**config.mk**
```make
export PLATFORM = sky130hd
export DESIGN_NAME = onchip_copy_engine_flat
export DESIGN_NICKNAME = d
export VERILOG_FILES = /design/src/rtl/onchip_copy_engine_if.sv /design/src/rtl/onchip_copy_engine.sv /design/src/flat_wrapper.sv
export SDC_FILE = /design/constraint.sdc
export NUM_CORES = 1
export LEC_CHECK = 0
export BUFFER_PORTS_ARGS = -buffer_cell sky130_fd_sc_hd__buf_2
export CAP_MARGIN = 20
export CELL_PAD_IN_SITES_DETAIL_PLACEMENT = 1
export CELL_PAD_IN_SITES_GLOBAL_PLACEMENT = 1
export CORE_ASPECT_RATIO = 1.5
export CORE_MARGIN = 2
export CORE_UTILIZATION = 35
export CTS_CLUSTER_DIAMETER = 150
export DETAILED_ROUTE_END_ITERATION = 10
export HOLD_SLACK_MARGIN = 0.08
export PLACE_DENSITY = 0.73
export SLEW_MARGIN = 20
export SYNTH_ARGS = -nofsm -noshare
export SYNTH_HDL_FRONTEND = slang
export SYNTH_SLANG_ARGS = --single-unit
```
**constraint.sdc**
```tcl
create_clock -name clk -period 2.4 [get_ports clk]
set_clock_uncertainty 0.2 [all_clocks]
set_input_delay 0.12 -clock clk [delete_from_list [all_inputs] [get_ports clk]]
set_output_delay 0.12 -clock clk [all_outputs]
set_load 0.05 [all_outputs]
```
**src/rtl/onchip_copy_engine_if.sv**
```systemverilog
// onchip_copy_engine_if: single-port on-chip memory bus seen by the copy engine.
// The engine drives the master side; the memory (or a model of it) is the slave.
interface onchip_copy_engine_if #(
   parameter int ADDR_W = 12,
   parameter int DATA_W = 32
);
   logic [ADDR_W-1:0]   address;
   logic [DATA_W/8-1:0] byteenable;
   logic                chipselect;
   logic                write;
   logic [DATA_W-1:0]   writedata;
   logic                clken;
   logic [DATA_W-1:0]   readdata;

   modport master (
      output address, byteenable, chipselect,
      output write, writedata, clken,
      input  readdata
   );

   modport slave (
      input  address, byteenable, chipselect,
      input  write, writedata, clken,
      output readdata
   );
endinterface

```
**src/rtl/onchip_copy_engine.sv**
```systemverilog
// onchip_copy_engine: word copier, 3 cycles per word (read, capture, write).
// Define COPY_CHECKSUM_EN to add a running XOR checksum of written words.
module onchip_copy_engine #(
   parameter int ADDR_W = 12,
   parameter int DATA_W = 32
) (
   input  logic              clk,
   input  logic              reset,
   input  logic              start,
   input  logic              abort,
   input  logic [ADDR_W-1:0] src_addr,
   input  logic [ADDR_W-1:0] dst_addr,
   input  logic [ADDR_W:0]   len,
   output logic              busy,
   output logic              done,
   output logic [ADDR_W:0]   words_copied,
`ifdef COPY_CHECKSUM_EN
   output logic [DATA_W-1:0] checksum,
`endif
   onchip_copy_engine_if.master mem
);

   typedef enum logic [2:0] {IDLE, RD, CAP, WR, DONE} state_t;

   localparam logic [ADDR_W-1:0] INC = 1;
   localparam logic [ADDR_W:0]   ONE = 1;

   state_t            state;
   logic [ADDR_W-1:0] src;
   logic [ADDR_W-1:0] dst;
   logic [ADDR_W-1:0] addr_q;
   logic [ADDR_W:0]   remaining;
   logic [DATA_W-1:0] hold;
   logic              cs_q;
   logic              wr_q;
   logic              kill;

   // An abort during the write cycle must drop the strobe in that same cycle.
   assign kill           = wr_q & abort;
   assign mem.address    = addr_q;
   assign mem.byteenable = '1;
   assign mem.clken      = 1'b1;
   assign mem.chipselect = cs_q & ~kill;
   assign mem.write      = wr_q & ~abort;
   assign mem.writedata  = hold;

   always_ff @(posedge clk) begin
      if (reset) begin
         state        <= IDLE;
         src          <= '0;
         dst          <= '0;
         addr_q       <= '0;
         remaining    <= '0;
         hold         <= '0;
         cs_q         <= 1'b0;
         wr_q         <= 1'b0;
         busy         <= 1'b0;
         done         <= 1'b0;
         words_copied <= '0;
`ifdef COPY_CHECKSUM_EN
         checksum     <= '0;
`endif
      end else begin
         done <= 1'b0;
         unique case (state)
            IDLE: begin
               if (start && !abort) begin
                  words_copied <= '0;
                  busy         <= 1'b1;
`ifdef COPY_CHECKSUM_EN
                  checksum     <= '0;
`endif
                  if (len != '0) begin
                     src       <= src_addr;
                     dst       <= dst_addr;
                     remaining <= len;
                     addr_q    <= src_addr;
                     cs_q      <= 1'b1;
                     wr_q      <= 1'b0;
                     state     <= RD;
                  end else begin
                     done  <= 1'b1;
                     state <= DONE;
                  end
               end
            end
            RD: begin
               cs_q <= 1'b0;
               if (abort) begin
                  busy  <= 1'b0;
                  state <= IDLE;
               end else begin
                  state <= CAP;
               end
            end
            CAP: begin
               if (abort) begin
                  busy  <= 1'b0;
                  state <= IDLE;
               end else begin
                  hold   <= mem.readdata;
                  addr_q <= dst;
                  cs_q   <= 1'b1;
                  wr_q   <= 1'b1;
                  state  <= WR;
               end
            end
            WR: begin
               cs_q <= 1'b0;
               wr_q <= 1'b0;
               if (abort) begin
                  busy  <= 1'b0;
                  state <= IDLE;
               end else begin
                  src          <= src + INC;
                  dst          <= dst + INC;
                  remaining    <= remaining - ONE;
                  words_copied <= words_copied + ONE;
`ifdef COPY_CHECKSUM_EN
                  checksum     <= checksum ^ hold;
`endif
                  if (remaining > ONE) begin
                     addr_q <= src + INC;
                     cs_q   <= 1'b1;
                     state  <= RD;
                  end else begin
                     done  <= 1'b1;
                     state <= DONE;
                  end
               end
            end
            DONE: begin
               busy  <= 1'b0;
               state <= IDLE;
            end
            default: state <= IDLE;
         endcase
      end
   end

endmodule

```
**src/flat_wrapper.sv**
```systemverilog
// flat-port wrapper written by rule: the top's interface ports become plain ports
module onchip_copy_engine_flat 
#(
   parameter int ADDR_W = 12,
   parameter int DATA_W = 32
)
  (clk, reset, start, abort, src_addr, dst_addr, len, busy, done, words_copied, mem_address, mem_byteenable, mem_chipselect, mem_write, mem_writedata, mem_clken, mem_readdata);
  onchip_copy_engine_if #(.ADDR_W(ADDR_W), .DATA_W(DATA_W)) mem_i ();
  input  logic clk;
  input  logic reset;
  input  logic start;
  input  logic abort;
  input  logic [ADDR_W-1:0] src_addr;
  input  logic [ADDR_W-1:0] dst_addr;
  input  logic [ADDR_W:0] len;
  output logic busy;
  output logic done;
  output logic [ADDR_W:0] words_copied;
  output wire logic [$bits(mem_i.address)-1:0] mem_address;
  output wire logic [$bits(mem_i.byteenable)-1:0] mem_byteenable;
  output wire logic [$bits(mem_i.chipselect)-1:0] mem_chipselect;
  output wire logic [$bits(mem_i.write)-1:0] mem_write;
  output wire logic [$bits(mem_i.writedata)-1:0] mem_writedata;
  output wire logic [$bits(mem_i.clken)-1:0] mem_clken;
  input wire logic [$bits(mem_i.readdata)-1:0] mem_readdata;
  assign mem_address = mem_i.address;
  assign mem_byteenable = mem_i.byteenable;
  assign mem_chipselect = mem_i.chipselect;
  assign mem_write = mem_i.write;
  assign mem_writedata = mem_i.writedata;
  assign mem_clken = mem_i.clken;
  assign mem_i.readdata = mem_readdata;
  onchip_copy_engine #(.ADDR_W(ADDR_W), .DATA_W(DATA_W)) u_core (.clk(clk), .reset(reset), .start(start), .abort(abort), .src_addr(src_addr), .dst_addr(dst_addr), .len(len), .busy(busy), .done(done), .words_copied(words_copied), .mem(mem_i));
endmodule
```
# After elaboration in Yosys (flattened, before gate mapping)
# Cells that the tools add are included.
dict set report totals {
  mem_bits_ro 0
  word_cells 90
  regBits 101
  mem_bits_rw 0
  output_inout_bits 66
  latchBits 0
  memories 0
  input_bits 73
}
dict set report classes {
  n_mux 43
  add_sub_neg 4
  reduce_logical 16
  n_shift 0
  mul 0
  magnitude_cmp 1
  bitwise_logic 5
  n_eq_ne 10
  n_div 0
}
# op n
set ops {}
lappend ops {{$mux W12} 9}
lappend ops {{$mux W13} 5}
lappend ops {{$pmux W13 S2} 2}
lappend ops {{$pmux W12 S2} 2}
lappend ops {{$pmux W12 S3} 1}
lappend ops {{$add A12 B1 Y12 const B} 2}
lappend ops {{$add A13 B1 Y13 const B} 1}
lappend ops {{$gt A13 B1 Y1 const B} 1}
lappend ops {{$mux W1} 13}
lappend ops {{$reduce_bool A13 Y1} 1}
lappend ops {{$sub A13 B1 Y13 const B} 1}
lappend ops {{$mux W3} 4}
lappend ops {{$pmux W3 S4} 1}
lappend ops {{$reduce_and A4 Y1} 3}
lappend ops {{$ne A2 B1 Y1 const B} 4}
lappend ops {{$eq A3 B2 Y1 const B} 2}
lappend ops {{$pmux W1 S3} 2}
lappend ops {{$reduce_and A3 Y1} 2}
lappend ops {{$reduce_and A6 Y1} 1}
lappend ops {{$reduce_bool A3 Y1} 2}
lappend ops {{$mux W2} 2}
lappend ops {{$ne A2 B2 Y1 const B} 2}
lappend ops {{$pmux W1 S4} 1}
lappend ops {{$reduce_bool A4 Y1} 1}
lappend ops {{11 further kinds} 14}

# Logic depth before layout (Yosys ltp)
# Gate-level depths: netlist (run 1).
dict set report depth {
  depth_word 4
  depth_mapped 9
  depth_no_buf 7
}

# Worst setup path before layout (run 1)
# OpenSTA, ideal clock, no wires.
dict set report synth_path {
  path_kind {register to register}
  startpoint {reg u_core.words_copied[2]}
  endpoint {reg u_core.words_copied[11]}
  path_stages_with_launch 6
  required_time_ps 2129
  slack_ps 133
  synth_period_minus_slack_ps 2267
  n_path_buf 0
  arrival_ps 1996
  setup_time_ps 71
  path_cell_list {dfxtp_1 or3b_1 a211oi_2 nand4_1 or3_1 a21oi_1}
}
dict set report synth_via {
  elab_chain_cells 3
}
# element line_no
set synth_lines {}
lappend synth_lines {{start, declared} onchip_copy_engine.sv:16} ;# output logic [ADDR_W:0] words_copied,
lappend synth_lines {{start signal, assigned} onchip_copy_engine.sv:118} ;# words_copied <= words_copied + ONE;
lappend synth_lines {{$add A13 B1 Y13} onchip_copy_engine.sv:118}
lappend synth_lines {{$mux W13} onchip_copy_engine.sv:111} ;# if (abort) begin
lappend synth_lines {{$pmux W13 S2} onchip_copy_engine.sv:65} ;# unique case (state)
# Every way passes these cells. The select of a mux whose other input is x is not followed.
# A chain may end at the register's enable or synchronous reset.

# Final worst setup path (run 1)
dict set report layout_path {
  startpoint {in abort}
  endpoint {reg u_core.words_copied[11]}
}
dict set report layout_via {
  elab_chain_cells 4
  word_cells_on_any_way 5
  classes_between {eq/ne (2); reduce/logical (3)}
}
# element line_no
set layout_lines {}
lappend layout_lines {{start, declared} flat_wrapper.sv:12} ;# input logic abort;
lappend layout_lines {{$logic_not A1 Y1} onchip_copy_engine.sv:67} ;# if (start && !abort) begin
lappend layout_lines {{$logic_and A1 B1 Y1} onchip_copy_engine.sv:67}
lappend layout_lines {{$ne A2 B1 Y1 (no line)} -}
lappend layout_lines {{$reduce_and A3 Y1 (no line) *} -}
# Mark *: on every way between the ends. The rest lies on a longest branch, timed or not.

==> flow_summary_export.csv, run 1 <==
group,metric,value,unit
pwr,swShare,29.3,%
worst_hold_path,hp-class,"reg2reg",
clock_network,clkTransAtPathRegs,0.08,ns
yosys,synth_cells,673,
flow_run,maxCapViolCount,0,
worst_hold_path,min_path_cells,2,
clock_network,clock_latency,0.34,ns
route,ant_nets,0,
global_routing,met2_usage,44.4,%
worst_hold_path,min-delay-start,"u_core.mem.writedata[31]",
floorplan,die_height,153,um
clock_network,cts_buffer_depth,2,
timing,fin_ws,0.189,ns
yosys,synthTopCellsByArea,"dfxtp_1, a21oi_1, nand2_1, nor2_1, clkbuf_1",
final_layout,syn2layout_area_growth,38.6,%
floorplan,core,0.0145,mm^2
route,vias_per_cell,5.38,
worst_setup_path,reg2reg_to,"u_core.mem.address[6]",
yosys,synth_edf_count,0,
yosys,synth_ff_type,"dfxtp_1",
timing,rsz0062_at_grt,"no",
worst_setup_path,endpoint_kind,"register",
pwr,p_clk_share,38.1,%
floorplan,row_count,54,
timing,fin_tns_setup,0,ns
clock_network,clkSinkCount,101,
global_routing,grt_overflow,0,
floorplan,dieArea,0.0158,mm^2
route,routed_wl,19000,um
clock_network,cts_tree,"built",
worst_setup_path,worstPathCellList,"dlygate4sd3_1 -> buf_2 -> or3b_1 -> a211oi_2 -> nand4_1 -> or3_1 -> a21oi_1",
worst_setup_path,worst_path_max_delay_cell,"dlygate4sd3_1",
route,drtIter0Drc,212,
worst_setup_path,ff2ff_path_depth,6,
final_layout,final_cell_area,0.00719,mm^2
route,dr.pass1.iters,4,
yosys,yosysMostFrequentCell,"nand2_1",
placed_design,gp_congestion,0.850,
yosys,yosys.area.top_type,"dfxtp_1",
clock_network,htree_levels,3,
global_routing,grt_use_met1,27.3,%
placed_design,place_area,0.00614,mm^2
yosys,synthTopCellsByCount,"nand2_1, dfxtp_1, a21oi_1, nor2_1, clkbuf_1",
final_layout,diodes,0,
pwr,power,4220,uW
timing,max_freq,452,MHz
yosys,yosysUniqueCellTypes,61,
yosys,avgSynthCellArea,7.71,um^2
global_routing,grt_max_degree,78,
pwr,p_leak,0.00285,uW
timing,drv_slew,0,
yosys,syn_area,0.00519,mm^2
final_layout,fillers,1783,
clock_network,cts_root_buffer,"clkbuf_16",
placed_design,dpl.hpwl,12600,um
floorplan,die_x,103,um
placed_design,port_buffers,133,
global_routing,grt_util_met3,4.53,%
yosys,ys_ff_latch,101,
global_routing,grt_pass1_wl,30800,um
final_layout,drive_above_1_share,22.4,%
worst_hold_path,min_to,"u_core.mem.writedata[31]",
worst_setup_path,cp-start-kind,"primary input",
yosys,yosysSeqAreaShare,39.0,%
yosys,synth.top_cell.area_share,39.0,%
global_routing,grt_pass1_vias,6102,
clock_network,numCtsBuffers,9,
worst_setup_path,cp_max_fo,9,
timing,finalSetupViolCount,0,
route,wl_per_cell,17.8,um
worst_setup_path,r2r_start,"u_core.src[0]",
run_status,outcome,"finished, final reports clean",
pwr,seqPwrFrac,43.2,%
worst_setup_path,required,2.47,ns
final_layout,fin_util,49.5,%
yosys,async_flop_share,0,%
pwr,intPower,2990,uW
pwr,p_per_area,587,mW/mm^2
route,vias,5751,
timing,period_needed,2.21,ns
pwr,switching_power,1240,uW
timing,finalHoldViolations,0,
pwr,ir_drop,0.000435,V
timing,post-route-period-util,92.1,%
worst_setup_path,worstPathArrival,2.28,ns
worst_setup_path,r2r_setup_slack,0.21,ns
floorplan,start_util,35.7,%
yosys,synth_warnings,0,
pwr,power_frac_comb,18.6,%
floorplan,ioPinCount,139,
placed_design,dp_slack,0.255,ns
worst_setup_path,critPathKind,"in2reg",
global_routing,busiest_layer,"met2",
global_routing,grtUsageTotal,24.4,%
final_layout,final_nets,945,
global_routing,antenna_found_initial,0,
worst_setup_path,worst_path_largest_cell_delay,0.53,ns
route,drc,0,
state kept, by name (all words and copies together) (netlist names), 3 cells and up:
signal	cells
u_core.mem.writedata	32
u_core.remaining	13
u_core.words_copied	13
u_core.dst	12
u_core.mem.address	12
u_core.src	12
u_core.state	3
worst max-delay path, delay by kind of cell:
family | cells | cell delay (ns)
compound gates | 2 | 0.46
buf+inv | 2 | 0.72
simple gates | 3 | 0.99
worst max path at each step:
stage,start,cells after the start,end
global route,len[7],10,u_core.mem.address[2]
floorplan,u_core.words_copied[2],5,u_core.words_copied[11]
CTS,len[1],8,u_core.remaining[1]
global placement,u_core.state[1],6,u_core.mem.address[2]
finish,abort,7,u_core.words_copied[11]
detailed placement,u_core.state[1],6,u_core.mem.address[8]
timing repair:
item,4_1_cts,5_1_grt
setup buffers,0,0
hold buffers,72,0
setup endpoints to repair,0,11
hold endpoints to repair,85,0
resized for setup,0,1
final cells by class:
| cell class | count | area [um^2] | share of cell area [%] |
|---|---|---|---|
| inverter | 11 | 41.3 | 0.574 |
| tap | 196 | 245 | 3.41 |
| timing repair buffer | 232 | 1640 | 22.8 |
| clock buffer | 9 | 225 | 3.13 |
| clock inverter | 7 | 98.8 | 1.37 |
| multi-input combinational | 512 | 2920 | 40.6 |
| sequential | 101 | 2020 | 28.1 |
cell usage in the layout, fill, tap and decap left out, types with 3 or more instances in the layout:
| master | netlist | routed |
|---|---|---|
| a311oi_1 | 4 | 4 |
| o31ai_1 | 3 | 3 |
| nor3b_1 | 8 | 8 |
| xnor2_1 | 10 | 10 |
| o21a_1 | 3 | 3 |
| nand2b_1 | 13 | 13 |
| dfxtp_1 | 101 | 101 |
| o41ai_1 | 3 | 3 |
| clkbuf_16 | 0 | 9 |
| nor3_1 | 19 | 19 |
| a211oi_1 | 9 | 9 |
| a31oi_1 | 6 | 6 |
| buf_2 | 9 | 133 |
| buf_4 | 5 | 23 |
| ha_1 | 5 | 5 |
| nand2_1 | 128 | 128 |
| buf_12 | 0 | 4 |
| xor2_1 | 7 | 7 |
| or2_0 | 3 | 3 |
| o21ai_0 | 23 | 23 |
| nor2b_1 | 3 | 3 |
| and3_1 | 5 | 5 |
| o32ai_1 | 7 | 7 |
| a21oi_1 | 97 | 97 |
| clkinvlp_4 | 0 | 4 |
| and2_1 | 4 | 4 |
| inv_1 | 11 | 11 |
| o211ai_1 | 4 | 4 |
| dlygate4sd3_1 | 0 | 72 |
| or3_1 | 8 | 8 |
| nor2_1 | 37 | 37 |
| conb_1 | 1 | 5 |
| a221oi_1 | 7 | 7 |
| nand3_1 | 15 | 15 |
| nand4_1 | 10 | 10 |
| and4_1 | 4 | 4 |
| a211oi_2 | 7 | 7 |
| o21ai_1 | 16 | 15 |
| nor4_1 | 5 | 4 |
| a22o_1 | 3 | 3 |
per-stage QoR:
| step | hold WS, ns | instances |
|---|---|---|
| after floorplan | 0.0560 | 677 |
| after global placement | 0.160 | 980 |
| after detailed placement | 0.171 | 980 |
| after CTS | 0.256 | 1068 |
| after global routing | 0.278 | 1068 |
| final | 0.256 | 1068 |
routing by layer:
metal | share of wire (%) | routed length (um)
met1 | 40 | 7540
met2 | 53 | 10100
met3 | 4.1 | 770
met4 | 3.1 | 595
met5 | 0 | 0
logic make-up after synthesis:
kind of cell / synth area share [%]
mux: 0.386
xor+xnor: 2.87
simple gates: 26.1
flops: 39.0
buf+inv: 5.50
other cells: 0.0723
compound gates: 24.9
fa+ha+maj: 1.21
power by group through the flow:
stage	sequential [uW]	combinational (uW)	clock [uW]
2_1_floorplan	1930	367	0
3_3_place_gp	1860	667	0
3_5_place_dp	1860	686	0
4_1_cts	1820	782	1650
5_1_grt	1830	854	1710
6_report	1830	787	1610
(Power assumes the default switching activity.)
==> run 2: changes to the inputs <==
clock period = 2.1 ns   (was 2.4 ns; I/O delays follow)
==> run 2 against run 1 <==
Routed wire length grew 11%. Combinational power increased by 28%. Cell count rose by 3.4%. Sequential share of layout area down 1.6 points. Critical endpoint is now u_core.remaining[8]. Critical path depth grew 3. Register-to-register slack got worse by 0.19 ns. Total power up 15%. Cell area grew 6.5%.
==> flow_summary_export.csv, run 2 (synthesized netlist as in run 1, its figures left out) <==
group,metric,value,unit
pwr,switching_power,1470,uW
worst_setup_path,worst_path_largest_cell_delay,0.58,ns
clock_network,cts_root_buffer,"clkbuf_16",
floorplan,core,0.0145,mm^2
worst_setup_path,reg2reg_to,"u_core.dst[2]",
clock_network,numCtsBuffers,9,
route,vias,6149,
route,drc,0,
worst_setup_path,r2r_setup_slack,0.02,ns
final_layout,final_common_cell,"buf_2",
global_routing,grt_pass1_vias,6367,
worst_setup_path,worst_path_max_delay_cell,"dlygate4sd3_1",
worst_hold_path,min_to,"u_core.busy",
final_layout,fin_util,52.7,%
final_layout,drive_above_1_share,26.8,%
worst_setup_path,required,2.17,ns
floorplan,start_util,35.7,%
route,wl_per_cell,19.1,um
worst_setup_path,endpoint_kind,"register",
floorplan,dieArea,0.0158,mm^2
placed_design,gp_congestion,0.849,
final_layout,largest_register_ffs,32,
timing,finalSetupViolCount,0,
global_routing,antenna_found_initial,0,
worst_setup_path,critPathKind,"in2reg",
clock_network,clkSinkCount,101,
worst_setup_path,cp-start-kind,"primary input",
clock_network,clkTransAtPathRegs,0.07,ns
pwr,ir_drop,0.000505,V
worst_setup_path,ff2ff_path_depth,7,
worst_setup_path,r2r_start,"u_core.state[2]",
pwr,swShare,30.3,%
global_routing,grt_pass1_wl,31700,um
worst_setup_path,cp_num_buf_inv,5,
route,ant_nets,0,
pwr,intPower,3380,uW
route,dr.pass1.iters,5,
global_routing,grt_overflow,0,
pwr,p_clk_share,36.0,%
route,vias_per_cell,5.57,
pwr,p_per_area,633,mW/mm^2
timing,fin_ws,0.00460,ns
final_layout,diodes,0,
worst_setup_path,critical-path-top-delay-family,"buffers and inverters",
pwr,power,4840,uW
placed_design,place_inst,1003,
pwr,p_leak,0.00312,uW
floorplan,die_height,153,um
floorplan,row_count,54,
global_routing,grtUsageTotal,25.2,%
global_routing,grt_max_degree,57,
timing,max_freq,477,MHz
clock_network,cts_tree,"built",
timing,finalHoldViolations,0,
clock_network,cts_buffer_depth,2,
timing,period_needed,2.10,ns
run_status,outcome,"finished, final reports clean",
worst_setup_path,worstPathCellList,"dlygate4sd3_1 -> nor3_2 -> buf_4 -> nand4_1 -> buf_4 -> a21boi_4 -> buf_12 -> clkbuf_16 -> o21ai_1 -> a21oi_1",
final_layout,syn2layout_area_growth,47.5,%
clock_network,htree_levels,3,
timing,drv_slew,0,
clock_network,clock_latency,0.35,ns
placed_design,dp_slack,0.0622,ns
timing,fin_tns_setup,0,ns
pwr,seqPwrFrac,43.1,%
worst_setup_path,crit_path_frequent_cell,"buf_4",
final_layout,final_nets,981,
route,routed_wl,21100,um
worst_hold_path,hp-class,"in2reg",
floorplan,ioPinCount,139,
final_layout,stdcell_count,1104,
final_layout,layout_common_cells,"buf_2, nand2_1, dfxtp_1",
timing,rsz0062_at_grt,"yes",
worst_setup_path,worstPathArrival,2.16,ns
floorplan,die_x,103,um
timing,post-route-period-util,99.8,%
worst_setup_path,cp_max_fo,14,
route,drtIter0Drc,187,
placed_design,port_buffers,133,
placed_design,dpl.hpwl,13500,um
worst_hold_path,min_path_cells,4,
worst_hold_path,min-delay-start,"start",
flow_run,maxCapViolCount,0,
pwr,power_frac_comb,20.9,%
## run 2: layout make-up
type	instances	area (um^2)
clock inverters	7	83.8
repair buffers	268	2060
clock buffers	9	225
fillers	1787	6870
well taps	196	245
flip-flops and latches	101	2030
multi-input cells	512	2980
inverters	11	41.3
## run 2: power by group through the flow
stage	clock network [uW]	logic (uW)	registers, uW
finish	1740	1010	2090
global route	1850	1090	2100
CTS	1780	936	2080
detailed placement	0	832	2120
global placement	0	807	2120
floorplan	0	420	2210
## run 2: how the worst max path moves through the flow
stage	startpoint	to	cells after the start
floorplan	u_core.words_copied[2]	u_core.words_copied[11]	5
global placement	len[1]	u_core.mem.address[2]	8
detailed placement	u_core.state[2]	u_core.words_copied[7]	5
CTS	len[12]	u_core.remaining[4]	9
global route	u_core.state[0]	u_core.src[9]	8
finish	len[10]	u_core.remaining[8]	10
## run 2: repair_timing
item / CTS / global route
hold buffers: 71 / 0
hold endpoints to repair: 86 / 0
setup endpoints to repair: 0 / 42
buffers inserted: 0 / 11
gates resized for setup: 0 / 24
## run 2: through the flow
step | hold WS, ns | cell area [um^2]
finish | 0.119 | 7660
global route | 0.121 | 7660
CTS | 0.113 | 7350
detailed placement | 0.154 | 6330
global placement | 0.145 | 6330
floorplan | 0.0410 | 5210
## run 2: tightest hold or removal path: cells and delay by family
kind	cells	cell delay (ns)
buf+inv	2	0.26
compound gates	2	0.24
## run 2: layer usage
metal | global-route usage (%) | vias up | part of all wire [%]
met5 | 0 | - | 0
met3 | 4.30 | 62 | 4.6
met4 | 9.02 | 0 | 3.6
met1 | 28.1 | 3034 | 38
met2 | 46.3 | 208 | 54
li1 | - | 2845 | -
